<file path="src/rtl/alu_op_sequencer.sv">
// alu_op_sequencer: drives a 4-bit-in / 8-bit-accumulator ALU from a small
// program of {function, operand} entries. A start pulse clears the ALU,
// then issues each entry every two cycles and captures the registered
// result. Completion is reported with busy/done.
//
// Optional build macro: ALU_SEQ_CHECK_EN. When defined, each entry also
// stores an expected result. The first capture that differs sets a sticky
// mismatch flag and records the entry index in err_idx.
module alu_op_sequencer #(
  parameter  int DEPTH  = 8,
  parameter  int DATA_W = 4,
  parameter  int RES_W  = 8,
  localparam int AW     = $clog2(DEPTH)
) (
  input  logic              Clock,
  input  logic              Reset_b,
  input  logic              load_we,
  input  logic [AW-1:0]     load_addr,
  input  logic [2:0]        load_func,
  input  logic [DATA_W-1:0] load_data,
  input  logic [RES_W-1:0]  load_exp,
  input  logic [AW-1:0]     prog_last,
  input  logic              start,
  output logic              busy,
  output logic              done,
  output logic [RES_W-1:0]  last_result,
  output logic              mismatch,
  output logic [AW-1:0]     err_idx,
  output logic [DATA_W-1:0] alu_data,
  output logic [2:0]        alu_func,
  output logic              alu_reset_b,
  input  logic [RES_W-1:0]  alu_result
);

  localparam logic [2:0] FUNC_HOLD = 3'b111;

  typedef enum logic [2:0] {
    S_IDLE,
    S_CLEAR,
    S_ISSUE,
    S_CAPTURE,
    S_DONE
  } state_t;

  state_t            state;
  logic [AW-1:0]     pc;
  logic [AW-1:0]     last_idx;
  logic [AW-1:0]     next_pc;
  logic              prog_we;

  logic [2:0]        func_mem [DEPTH];
  logic [DATA_W-1:0] data_mem [DEPTH];

  // The program can only be rewritten while no run is in progress.
  assign prog_we = (state == S_IDLE) && load_we;
  assign next_pc = pc + 1'b1;

  // Program storage write port.
  // NOTE: memories have no reset; a reset branch here would turn the
  // array into flops and the contents are defined only by writes anyway.
  always_ff @(posedge Clock) begin
    if (prog_we) begin
      func_mem[load_addr] <= load_func;
      data_mem[load_addr] <= load_data;
    end
  end

  // Sequencer FSM: every output is registered and takes its value on the
  // edge that enters the state it belongs to.
  // NOTE: sequential state uses non-blocking assignments only, so every
  // read in this block sees the pre-edge value.
  always_ff @(posedge Clock or negedge Reset_b) begin
    if (!Reset_b) begin
      state       <= S_IDLE;
      pc          <= '0;
      last_idx    <= '0;
      busy        <= 1'b0;
      done        <= 1'b0;
      last_result <= '0;
      alu_data    <= '0;
      alu_func    <= FUNC_HOLD;
      alu_reset_b <= 1'b0;
    end else begin
      done <= 1'b0;
      case (state)
        S_IDLE: begin
          alu_func <= FUNC_HOLD;
          alu_data <= '0;
          if (start) begin
            state       <= S_CLEAR;
            last_idx    <= prog_last;
            pc          <= '0;
            busy        <= 1'b1;
            alu_reset_b <= 1'b0;
          end else begin
            alu_reset_b <= 1'b1;
          end
        end
        S_CLEAR: begin
          // The ALU clears on this edge; issue the first entry next.
          state       <= S_ISSUE;
          alu_reset_b <= 1'b1;
          alu_func    <= func_mem[pc];
          alu_data    <= data_mem[pc];
        end
        S_ISSUE: begin
          // The ALU latches the op on this edge; hold it afterwards.
          state    <= S_CAPTURE;
          alu_func <= FUNC_HOLD;
          alu_data <= '0;
        end
        S_CAPTURE: begin
          last_result <= alu_result;
          if (pc == last_idx) begin
            state <= S_DONE;
            done  <= 1'b1;
            busy  <= 1'b0;
          end else begin
            state    <= S_ISSUE;
            pc       <= next_pc;
            alu_func <= func_mem[next_pc];
            alu_data <= data_mem[next_pc];
          end
        end
        S_DONE: begin
          state <= S_IDLE;
        end
        default: begin
          state <= S_IDLE;
        end
      endcase
    end
  end

`ifdef ALU_SEQ_CHECK_EN
  logic [RES_W-1:0] exp_mem [DEPTH];

  // Expected-result storage, written alongside the program.
  always_ff @(posedge Clock) begin
    if (prog_we) begin
      exp_mem[load_addr] <= load_exp;
    end
  end

  // Sticky compare: cleared when a run starts, records only the first miss.
  always_ff @(posedge Clock or negedge Reset_b) begin
    if (!Reset_b) begin
      mismatch <= 1'b0;
      err_idx  <= '0;
    end else if (state == S_IDLE && start) begin
      mismatch <= 1'b0;
      err_idx  <= '0;
    end else if (state == S_CAPTURE && !mismatch && alu_result != exp_mem[pc]) begin
      mismatch <= 1'b1;
      err_idx  <= pc;
    end
  end
`else
  logic unused_exp;

  assign unused_exp = ^load_exp;
  assign mismatch   = 1'b0;
  assign err_idx    = '0;
`endif

endmodule

</file>
<file path="config.mk">
export PLATFORM = sky130hd
export DESIGN_NAME = alu_op_sequencer
export DESIGN_NICKNAME = d
export VERILOG_FILES = /design/src/rtl/alu_op_sequencer.sv
export SDC_FILE = /design/constraint.sdc
export NUM_CORES = 1
export LEC_CHECK = 0
export BUFFER_PORTS_ARGS = -buffer_cell sky130_fd_sc_hd__buf_2
export CAP_MARGIN = 20
export CORE_ASPECT_RATIO = 0.9
export CORE_MARGIN = 2
export CORE_UTILIZATION = 45
export CTS_BUF_LIST = sky130_fd_sc_hd__clkbuf_16
export DETAILED_ROUTE_END_ITERATION = 6
export HOLD_SLACK_MARGIN = 0.15
export PLACE_DENSITY = 0.7
export SYNTH_ARGS = -nofsm -noshare
export SYNTH_HDL_FRONTEND = slang
export SYNTH_SLANG_ARGS = --single-unit
</file>
<file path="constraint.sdc">
create_clock -name Clock -period 1.8 [get_ports Clock]
set_input_delay 0.18 -clock Clock [delete_from_list [all_inputs] [get_ports Clock]]
set_output_delay 0.18 -clock Clock [all_outputs]
set_load 0.02 [all_outputs]
</file>
Word level (Yosys, flattened, before mapping) --
Memory sizes are Yosys's and may differ from the RTL's. Index checks and enable logic that the tools add are counted.
Word-level totals: memories 2, memory bits (writable) 56, bits in registers 27
Memory list:
- data_mem | depth 8, width 4, rd ports 2, clocked after memory_dff 0, wr ports 1, line 52 | logic [DATA_W-1:0] data_mem [DEPTH];
- func_mem | depth 8, width 3, rd ports 2, clocked after memory_dff 0, wr ports 1, line 51 | logic [2:0] func_mem [DEPTH];
Operators by class: eq/ne operators 7, $add $sub $neg 1, reduce and logical (&&, ||, !) cells 10, mux-type cells 19
Operator list (number):
- 3-bit 2-to-1 mux | 5
- 3-bit case mux with 4 select lines | 1
- 4-bit case mux with 3 select lines | 1
- 3-bit case mux with 3 select lines | 1
- 1-bit 2-to-1 mux | 7
- 3-bit by 2-bit equality test with 1-bit output (second input constant) | 2
- 2-bit != test (second input constant) | 3
- 3-bit case mux with 2 select lines | 1
- 3-bit AND reduction | 2
- 4-bit 2-to-1 mux | 1
- 1-bit case mux with 2 select lines | 2
- 2-bit AND reduction | 2
- 2-bit nonzero test | 2
- 3-bit by 1-bit adder with 3-bit output (second input constant) | 1
- 3-bit by 1-bit equality test with 1-bit output (second input constant) | 1
- 3-bit equality test | 1
- 3-bit logical NOT | 1
- 3-bit nonzero test | 1
- 2-bit OR reduction | 1
- 1-bit logical AND | 1

Depth between registers and ports, before layout --
Gate-level depths: netlist (run 1).
word-level depth 4, gate-level depth with buffers 8, mapped depth without buffers 5

Worst setup path before layout (run 1) --
OpenSTA, ideal clock, no wires.
kind register to register, start register pc[0], end register alu_func[1], library setup time 0.083 ns, cell stages (with the launch flop) 8, data arrival time 1.845 ns, clock period less this slack 1.928 ns, path slack -0.128 ns, data required time 1.717 ns, cell sequence dfrtp_1 ha_1 clkbuf_1 buf_2 mux2i_1 a31oi_1 and4_1 o32a_1
On the way: cells in the longest elaborated chain, start to end 4
RTL lines:
- from (decl) | line 46 | logic [AW-1:0] pc;
- from (signal assigned) | line 120 | pc <= next_pc;
- 3-bit by 1-bit adder with 3-bit output | line 56 | assign next_pc = pc + 1'b1;
- memory read 8 x 3 bit
- 3-bit 2-to-1 mux | line 114 | if (pc == last_idx) begin
- 3-bit case mux with 3 select lines | line 85 | case (state)
- to (signal assigned) | line 103 | alu_func <= func_mem[pc];
- to (signal assigned) | line 121 | alu_func <= func_mem[next_pc];
- to (decl) | line 30 | output logic [2:0] alu_func,
Parallel ways exist; a longest one is shown, timed or not. The select of a mux whose other input is x is not followed. A chain may end at the register's enable or synchronous reset.

Worst setup path after layout (run 1) --
start register pc[0], end register alu_func[0]
Same word-level chain as after synthesis.

==> flow_metrics.env, run 1 <==
export IMPL_r2r_worst_path_cells=6
export IMPL_register_to_register_path_setup_slack_ps=20
export IMPL_nNetsFinal=393
export IMPL_layout_cells_most_common="edfxtp_1"
export IMPL_die_y_um=92.39
export IMPL_hold_end="func_mem[1][0]$_DFFE_PP_"
export IMPL_final_layout_size_suffix_gt1_share_pct=38.19
export IMPL_ios=55
export IMPL_skew_ps=7.871
export IMPL_cts_inserted_buffers=9
export IMPL_port_buffers=42
export IMPL_num_rows=32
export IMPL_worstPathArrival_ps=2050
export IMPL_setup_viol=0
export IMPL_clock_sink_count=83
export IMPL_synthMuxAreaShare_pct=18.80
export IMPL_clk_latency_ps=340
export IMPL_maximum_number_of_pins_on_one_net_before_global_route_repair=28
export IMPL_synth_top_cell_by_area="edfxtp_1"
export IMPL_finalHoldViolCount=0
export IMPL_endpoint_kind="register"
export IMPL_synthesis_yosys_warnings=0
export IMPL_power_density_nw_per_um2=1775
export IMPL_worst_slew_pin_slew_ps=621.2
export IMPL_peakVddDrop_mv=0.8581
export IMPL_global_route_overflow_total=0
export IMPL_grt_setup_unrepaired="yes"
export IMPL_synth_cell_type_count=39
export IMPL_grt_pass1_wl_um=13260
export IMPL_run_status="finished, final reports clean"
export IMPL_wirelength_um=8591
export IMPL_ant_nets=0
export IMPL_postSynthCellCount=264
export IMPL_drtPass1Iterations=4
export IMPL_synthTopCellsByArea="edfxtp_1, dfrtp_1, mux2i_1, mux4_1, mux2_2"
export IMPL_initialDrtViolationCount=176
export IMPL_critical_path_class="reg -> reg"
export IMPL_globalplace_congestion=0.7846
export IMPL_antenna_found_initial=0
export IMPL_slew_viol_final=0
export IMPL_fin_crit_sh_pct=98.98
export IMPL_avgSynthCellArea_um2=14.80
export IMPL_detailroute_via_count=2642
export IMPL_finalCriticalPeriod_ps=1782
export IMPL_clock_tree_buffer_depth=2
export IMPL_p_leak_nw=1.974
export IMPL_cp_required_ps=2070
export IMPL_flow_area_growth_from_synthesis_pct=31.10
export IMPL_final_cell_area_um2=5121
export IMPL_wire_per_inst_um=17.79
export IMPL_grt_resource_usage_total_pct=19.18
export IMPL_drc_errors=0
export IMPL_synth_yosys_seq_area_share_pct=60.44
export IMPL_hp_start="load_addr[1]"
export IMPL_critical_path_reg2reg_endpoint="alu_func[0]$_DFFE_PN1P_"
export IMPL_antennaDiodeCount=0
export IMPL_tritoncts_clock_tree="yes"
export IMPL_critical_path_max_fanout=14
export IMPL_worst_hold_path_num_cells=3
export IMPL_final_cell_mix="edfxtp_1, buf_2, buf_4"
export IMPL_synthSimpleGateAreaFrac_pct=8.104
export IMPL_place_detailed_hpwl_um=5595
export IMPL_grt_pass1_vias=2658
export IMPL_synth_top_family_by_area="multiplexers"
export IMPL_fp_dieW_um=102.2
export IMPL_synth_xor_xnor_area_share_pct=1.986
export IMPL_slew_limit_headroom_pct=58.58
export IMPL_initial_core_util_pct=46.02
export IMPL_mappedNetlistArea_um2=3906
export IMPL_placed_cell_area_um2=4441
export IMPL_cts_htree_levels=3
export IMPL_synth_top_area_share_pct=43.05
export IMPL_timing_critical_path_from_type="register"
export IMPL_max_freq_mhz=561.3
export IMPL_drv_max_cap_violation_count=0
export IMPL_cts_root_buf="clkbuf_16"
export IMPL_drt_vias_per_instance=5.470
export IMPL_post_route_total_power_mw=9.091
export IMPL_synth_adder_area_share_pct=0.3203
export IMPL_ys_ff_latch=83
export IMPL_die_area_um2=9443
export IMPL_worstReg2RegStart="pc[0]$_DFFE_PN0P_"
export IMPL_min_path_type="in -> reg"
export IMPL_path_clk_slew_ps=60
export IMPL_synth_compound_gate_area_share_pct=6.630
export IMPL_fp_coreArea_um2=8488
## how the worst max path moves through the flow
stage               slack (ps)              start                 endpoint
floorplan                  -40  pc[0]$_DFFE_PN0P_  alu_func[1]$_DFFE_PN1P_
global placement           -50  pc[0]$_DFFE_PN0P_  alu_func[2]$_DFFE_PN1P_
detailed placement         -90  pc[0]$_DFFE_PN0P_  alu_func[2]$_DFFE_PN1P_
CTS                        -10  pc[0]$_DFFE_PN0P_  alu_func[0]$_DFFE_PN1P_
global route               -40  pc[0]$_DFFE_PN0P_  alu_func[0]$_DFFE_PN1P_
finish                      20  pc[0]$_DFFE_PN0P_  alu_func[0]$_DFFE_PN1P_
## logic make-up after synthesis
family,count (synthesis)
flops,83
other cells,1
compound gates,35
buf+inv,23
xor+xnor,8
simple gates,62
fa+ha+maj,1
mux,51
## sequential cells by signal, summed over array words and instances, names as in the netlist, 3 cells and up
register     count
data_mem        32
func_mem        24
last_result      8
alu_data         4
alu_func         3
last_idx         3
pc               3
state            3
## power breakdown
| group | leakage (nW) | switching (mW) | internal, mW | total [mW] |
|---|---|---|---|---|
| Combinational | 1.01 | 2.29 | 2.29 | 4.58 |
| Sequential | 0.821 | 0.278 | 2.41 | 2.68 |
| Clock | 0.144 | 0.745 | 1.08 | 1.83 |
## metrics by stage
stage          hold slack (ps)  setup WS [ps]  TNS, ps  utilization (%)  cells
2_1_floorplan           -115.6         -37.90   -48.58                -    267
3_3_place_gp             221.0         -50.91   -197.8            52.31    442
3_5_place_dp             231.3         -94.67   -308.2            52.31    442
4_1_cts                  368.0         -9.922   -26.61            58.92    478
5_1_grt                  386.2         -44.84   -169.6            60.33    483
6_report                 370.8          18.31        0            60.33    483
## layout make-up
| cell class | instances | area (um2) |
|---|---|---|
| Sequential cell | 83 | 2364 |
| Clock inverter | 7 | 75.07 |
| Fill cell | 658 | 3367 |
| Inverter | 2 | 7.507 |
| Clock buffer | 9 | 225.2 |
| Multi-Input combinational cell | 161 | 1539 |
| Tap cell | 119 | 148.9 |
| Timing Repair Buffer | 102 | 762.0 |
## timing repair
item                       4_1_cts  5_1_grt
hold buffers                    20        0
pin swaps                        2        2
hold endpoints to repair        93        0
gates resized for setup         14       20
setup buffers                    0        5
setup endpoints to repair        7        7
## cell usage after synthesis (all sizes together)
cell	count
nor3	5
nand3	20
nor2	15
inv	2
ha	1
o21a	1
a21oi	3
nand2	5
clkbuf	4
dfrtp	24
and4	2
mux4	14
a31oi	13
a21o	2
nand2b	3
edfxtp	56
dfstp	3
a2111oi	3
o41a	1
nand4	4
nor2b	3
mux2i	25
o32a	3
buf	17
nor4b	1
nor4	2
xnor2	4
a22oi	4
nand3b	2
a22o	4
mux2	12
conb	1
a21boi	1
xor2	4
## critical path, cell delays in order (launching register included)
cell and delay [ps]:
dfrtp_2 440, ha_4 290, buf_12 150, mux2i_1 220, nand3_1 120, and4_1 210, o32a_1 280
## routing by layer
metal  vias up  track usage [%]  share of wire (%)
li1       1232                -                  -
met1      1300            23.31                 43
met2        93            32.07                 50
met3        17            5.208                5.0
met4         0            8.111                1.9
met5         -                0                  0
Power figures use the tool's default switching activity.
==> inputs of run 2 (changes only) <==
CORE_UTILIZATION = 51   (was 45)
PLACE_DENSITY = 0.77   (was 0.7)
SKIP_LAST_GASP = 1   (was unset)
==> run 2 against run 1 <==
Maximum frequency fell by 1.3%. The run now ends with setup timing left. Largest power group unchanged. Die area shrank 11%. Combinational power increased by 10%. Flip-flop and latch count stayed put.
==> flow_metrics.env, run 2 (synthesized netlist as in run 1, its figures left out) <==
export IMPL_worstReg2RegStart="pc[0]$_DFFE_PN0P_"
export IMPL_initial_core_util_pct=52.29
export IMPL_clock_sink_count=83
export IMPL_slew_limit_headroom_pct=57.23
export IMPL_cp_required_ps=2060
export IMPL_cts_root_buf="clkbuf_16"
export IMPL_max_freq_mhz=553.9
export IMPL_dp_cells=415
export IMPL_critical_path_max_fanout=10
export IMPL_maximum_number_of_pins_on_one_net_before_global_route_repair=28
export IMPL_initialDrtViolationCount=164
export IMPL_finalCriticalPeriod_ps=1805
export IMPL_p_leak_nw=2.074
export IMPL_placed_cell_area_um2=4394
export IMPL_final_cell_mix="edfxtp_1, buf_2, buf_4"
export IMPL_cts_inserted_buffers=9
export IMPL_critical_path_class="reg -> reg"
export IMPL_final_cell_area_um2=5258
export IMPL_largest_reg_flops=32
export IMPL_grt_resource_usage_total_pct=23.19
export IMPL_r2r_worst_path_cells=7
export IMPL_worst_slew_pin_slew_ps=641.5
export IMPL_detailroute_via_count=2768
export IMPL_timing_critical_path_from_type="register"
export IMPL_tritoncts_clock_tree="yes"
export IMPL_wirelength_um=9228
export IMPL_violations_in_the_final_reports="setup timing"
export IMPL_worst_setup_path_startpoint="pc[0]$_DFFE_PN0P_"
export IMPL_die_area_um2=8376
export IMPL_place_detailed_hpwl_um=5553
export IMPL_drt_vias_per_instance=5.953
export IMPL_antenna_found_initial=0
export IMPL_hold_end="data_mem[0][0]$_DFFE_PP_"
export IMPL_reg_largest_list="data_mem (32), func_mem (24), last_result (8)"
export IMPL_layout_cells_most_common="edfxtp_1"
export IMPL_drtPass1Iterations=5
export IMPL_drv_max_cap_violation_count=0
export IMPL_critical_path_reg2reg_endpoint="alu_data[2]$_DFFE_PN0P_"
export IMPL_fp_coreArea_um2=7470
export IMPL_run_status="complete, but fails checks"
export IMPL_min_path_type="in -> reg"
export IMPL_pre_cts_ws_ps=-80.42
export IMPL_drc_errors=0
export IMPL_fp_dieW_um=96.25
export IMPL_wire_per_inst_um=19.85
export IMPL_final_layout_size_suffix_gt1_share_pct=37.94
export IMPL_endpoint_kind="register"
export IMPL_finalHoldWorstSlack_ps=373.3
export IMPL_clk_latency_ps=340
export IMPL_grt_setup_unrepaired="yes"
export IMPL_hp_start="load_addr[1]"
export IMPL_path_clk_slew_ps=60
export IMPL_nNetsFinal=398
export IMPL_worst_hold_path_num_cells=3
export IMPL_fin_crit_sh_pct=100.3
export IMPL_register_to_register_path_setup_slack_ps=-5
export IMPL_num_rows=30
export IMPL_die_y_um=87.03
export IMPL_globalplace_congestion=0.7524
export IMPL_worstPathArrival_ps=2070
export IMPL_finalHoldViolCount=0
export IMPL_peakVddDrop_mv=0.8153
export IMPL_antennaDiodeCount=0
export IMPL_flow_area_growth_from_synthesis_pct=34.59
export IMPL_setup_viol=2
export IMPL_skew_ps=5.489
export IMPL_ant_nets=0
export IMPL_finish_cell_count_without_fillers=465
export IMPL_cts_htree_levels=3
export IMPL_global_route_overflow_total=0
export IMPL_setup_slack_ps=-5.481
export IMPL_grt_pass1_wl_um=13730
export IMPL_grt_pass1_vias=2714
export IMPL_power_density_nw_per_um2=1849
export IMPL_slew_viol_final=0
export IMPL_regMostFlops="data_mem"
export IMPL_clock_tree_buffer_depth=2
export IMPL_port_buffers=42
export IMPL_ios=55
## run 2: stage by stage
step / power (mW) / util (%) / TNS (ps)
5_1_grt: 10.20 / 70.39 / -239.9
4_1_cts: 9.031 / 67.34 / -12.32
3_3_place_gp: 6.524 / 58.83 / -68.45
6_report: 9.719 / 70.39 / -7.315
2_1_floorplan: 5.497 / - / -48.58
3_5_place_dp: 6.653 / 58.83 / -348.1
## run 2: routing by layer
metal  GRT usage, %  vias up  wire (um)  share of wire (%)
li1               -     1242          -                  -
met1          27.59     1385       3542                 38
met2          40.78      119       4842                 52
met3          5.022       22        656                7.1
met4          9.221        0        187                2.0
met5              0        -          0                  0
## run 2: how the worst max path moves through the flow
stage,to,depth (start not counted)
finish,alu_data[2]$_DFFE_PN0P_,7
global route,alu_data[2]$_DFFE_PN0P_,7
CTS,alu_func[1]$_DFFE_PN1P_,6
detailed placement,alu_func[2]$_DFFE_PN1P_,5
global placement,alu_func[2]$_DFFE_PN1P_,5
floorplan,alu_func[1]$_DFFE_PN1P_,7
## run 2: report_power, final
part	internal (mW)	switching (mW)	leakage, nW
clock	1.24	0.781	0.163
sequential	2.41	0.244	0.820
combinational	2.61	2.43	1.09
total	6.26	3.46	2.07
## run 2: final cells by class
cell class / count / area (um2)
Clock inverter: 7 / 106.4
Timing Repair Buffer: 107 / 894.6
Tap cell: 96 / 120.1
Multi-Input combinational cell: 161 / 1539
Inverter: 2 / 7.507
Clock buffer: 9 / 225.2
Sequential cell: 83 / 2365
Fill cell: 483 / 2212
## run 2: worst max-delay path: stages, from the launching register on
cell	delay [ps]
dfrtp_2	450
ha_4	320
buf_12	150
buf_8	150
mux2i_1	80
a31oi_1	240
nand4_1	140
a31oi_2	180
## run 2: timing repair
| item | 4_1_cts | 5_1_grt |
|---|---|---|
| hold buffers | 20 | 0 |
| cloned | 1 | 2 |
| buffers inserted | 2 | 9 |
| hold endpoints to repair | 93 | 0 |
| pin swaps | 1 | 3 |
| setup endpoints to repair | 9 | 65 |
| resized for setup | 11 | 20 |
==> inputs of run 3 (changes only) <==
REMOVE_ABC_BUFFERS = 1   (was unset)
==> run 3 against run 2 <==
The flow now finishes without violations. Critical path depth decreased by 3. Cell count fell by 2.6%. Sequential power hardly changed. Setup slack better by 14 ps. Power shrank 9.2%. Cell area fell by 5.7%. Hold slack better by 7.4 ps. Die area did not move. Highest routed layer unchanged.
==> flow_metrics.env, run 3 (synthesized netlist as in run 1, its figures left out) <==
export IMPL_worst_setup_path_startpoint="pc[0]$_DFFE_PN0P_"
export IMPL_antennaDiodeCount=0
export IMPL_nNetsFinal=386
export IMPL_grt_resource_usage_total_pct=21.73
export IMPL_regMostFlops="data_mem"
export IMPL_path_clk_slew_ps=60
export IMPL_flop_pwr_share_pct=29.9
export IMPL_slew_limit_headroom_pct=58.91
export IMPL_flow_area_growth_from_synthesis_pct=26.94
export IMPL_power_frac_clock_pct=22.7
export IMPL_hp_start="load_addr[1]"
export IMPL_worstPathArrival_ps=2050
export IMPL_slew_viol_final=0
export IMPL_wire_per_inst_um=18.99
export IMPL_grt_use_met1_pct=25.38
export IMPL_skew_ps=9.357
export IMPL_drc_errors=0
export IMPL_initial_core_util_pct=52.29
export IMPL_drt_vias_per_instance=5.746
export IMPL_grt_setup_unrepaired="yes"
export IMPL_finalHoldViolCount=0
export IMPL_grt_pass1_vias=2641
export IMPL_min_path_type="in -> reg"
export IMPL_fin_crit_sh_pct=99.51
export IMPL_place_detailed_hpwl_um=5517
export IMPL_largest_reg_flops=32
export IMPL_critical_path_max_fanout=6
export IMPL_power_net_switching_mw=3.129
export IMPL_num_rows=30
export IMPL_r2r_worst_path_cells=4
export IMPL_dp_cells=414
export IMPL_port_buffers=42
export IMPL_internal_cell_power_mw=5.695
export IMPL_drtPass1Iterations=4
export IMPL_final_util_pct=66.38
export IMPL_critical_path_class="reg -> reg"
export IMPL_post_route_total_power_mw=8.824
export IMPL_grt_pass1_wl_um=13050
export IMPL_detailroute_via_count=2603
export IMPL_die_area_um2=8376
export IMPL_worst_slew_pin_slew_ps=616.4
export IMPL_setup_worst_path_end="alu_func[1]$_DFFE_PN1P_"
export IMPL_drv_max_cap_violation_count=0
export IMPL_clock_sink_count=83
export IMPL_register_to_register_path_setup_slack_ps=9
export IMPL_endpoint_kind="register"
export IMPL_worstReg2RegStart="pc[0]$_DFFE_PN0P_"
export IMPL_final_cell_area_um2=4959
export IMPL_cts_inserted_buffers=9
export IMPL_ant_nets=0
export IMPL_peakVddDrop_mv=0.7379
export IMPL_wirelength_um=8604
export IMPL_timing_critical_path_from_type="register"
export IMPL_clk_latency_ps=340
export IMPL_layout_cells_most_common="edfxtp_1"
export IMPL_reg_largest_list="data_mem (32), func_mem (24), last_result (8)"
export IMPL_final_cell_mix="edfxtp_1, buf_2, buf_4"
export IMPL_fp_dieW_um=96.25
export IMPL_die_y_um=87.03
export IMPL_max_freq_mhz=558.3
export IMPL_global_route_usage_met2_pct=38.19
export IMPL_placed_cell_area_um2=4364
export IMPL_p_leak_nw=1.948
export IMPL_combinationalPowerShare_pct=47.5
export IMPL_run_status="finished, final reports clean"
export IMPL_global_route_overflow_total=0
export IMPL_critical_path_reg2reg_endpoint="alu_func[1]$_DFFE_PN1P_"
export IMPL_ios=55
export IMPL_power_share_switching_pct=35.46
export IMPL_final_layout_size_suffix_gt1_share_pct=33.33
export IMPL_initialDrtViolationCount=174
export IMPL_maximum_number_of_pins_on_one_net_before_global_route_repair=28
export IMPL_power_density_nw_per_um2=1780
export IMPL_grt_use_met3_pct=6.147
export IMPL_global_route_hottest_layer="met2"
export IMPL_globalplace_congestion=0.7952
export IMPL_clock_tree_buffer_depth=2
export IMPL_fp_coreArea_um2=7470
export IMPL_cts_root_buf="clkbuf_16"
export IMPL_cts_htree_levels=3
export IMPL_finalCriticalPeriod_ps=1791
export IMPL_cp_required_ps=2060
export IMPL_total_negative_slack_for_setup_checks_ps=0
export IMPL_tritoncts_clock_tree="yes"
export IMPL_antenna_found_initial=0
export IMPL_setup_viol=0
export IMPL_finish_cell_count_without_fillers=453
-- run 3: changes by cell type in the layout (fill, tap and decap cells not counted), moves of 3 or more --
cell,before,now
buf_4,34,27
xor2_1,0,4
xor2_2,3,0
buf_12,6,2
-- run 3: how the worst min path moves through the flow --
stage          cells after the start  slack, ps                        to
3_3_place_gp                       1        220   last_idx[1]$_DFFE_PN0P_
2_1_floorplan                      0       -120   alu_data[0]$_DFFE_PN0P_
6_report                           3        380  data_mem[1][1]$_DFFE_PP_
5_1_grt                            3        390  data_mem[1][0]$_DFFE_PP_
4_1_cts                            3        350  data_mem[1][3]$_DFFE_PP_
3_5_place_dp                       1        240   last_idx[1]$_DFFE_PN0P_
-- run 3: final cells by class --
cell class | count | area, um2
inverter | 2 | 7.507
multi-input combinational | 161 | 1438
sequential | 83 | 2362
clock buffer | 9 | 225.2
tap | 96 | 120.1
clock inverter | 7 | 103.9
fill | 526 | 2511
timing repair buffer | 95 | 701.9
-- run 3: power by group through the flow --
stage	sequential (mW)	combinational, mW	clock, mW
2_1_floorplan	3.02	2.23	0
3_3_place_gp	2.64	3.85	0
6_report	2.64	4.19	2.00
3_5_place_dp	2.65	3.92	0
4_1_cts	2.63	4.08	2.04
5_1_grt	2.68	4.50	2.12
-- run 3: repair_timing --
action / CTS / global route
endpoints found under the setup margin: 7 / 21
resized for setup: 4 / 10
endpoints found under the hold margin: 93 / 0
setup buffers: 2 / 1
hold buffers: 20 / 0
-- run 3: per-layer routing --
layer / part of all wire, % / wire length (um) / vias to the layer above
met4: 2.2 / 187 / 0
met2: 51 / 4371 / 108
li1: - / - / 1218
met3: 7.8 / 675 / 17
met5: 0 / 0 / -
met1: 39 / 3370 / 1260
-- run 3: critical path, cell delays in order (launching register included) --
cell,delay [ps]
dfrtp_2,420
buf_4,190
mux4_1,570
a22o_1,200
o32a_1,340
-- run 3: metrics by stage --
step	setup WS, ps	hold WS, ps
detailed placement	-34.21	236.5
finish	8.843	380.7
global route	-67.65	388.5
global placement	-18.96	223.4
CTS	-8.026	350.0
floorplan	-1244	-115.6
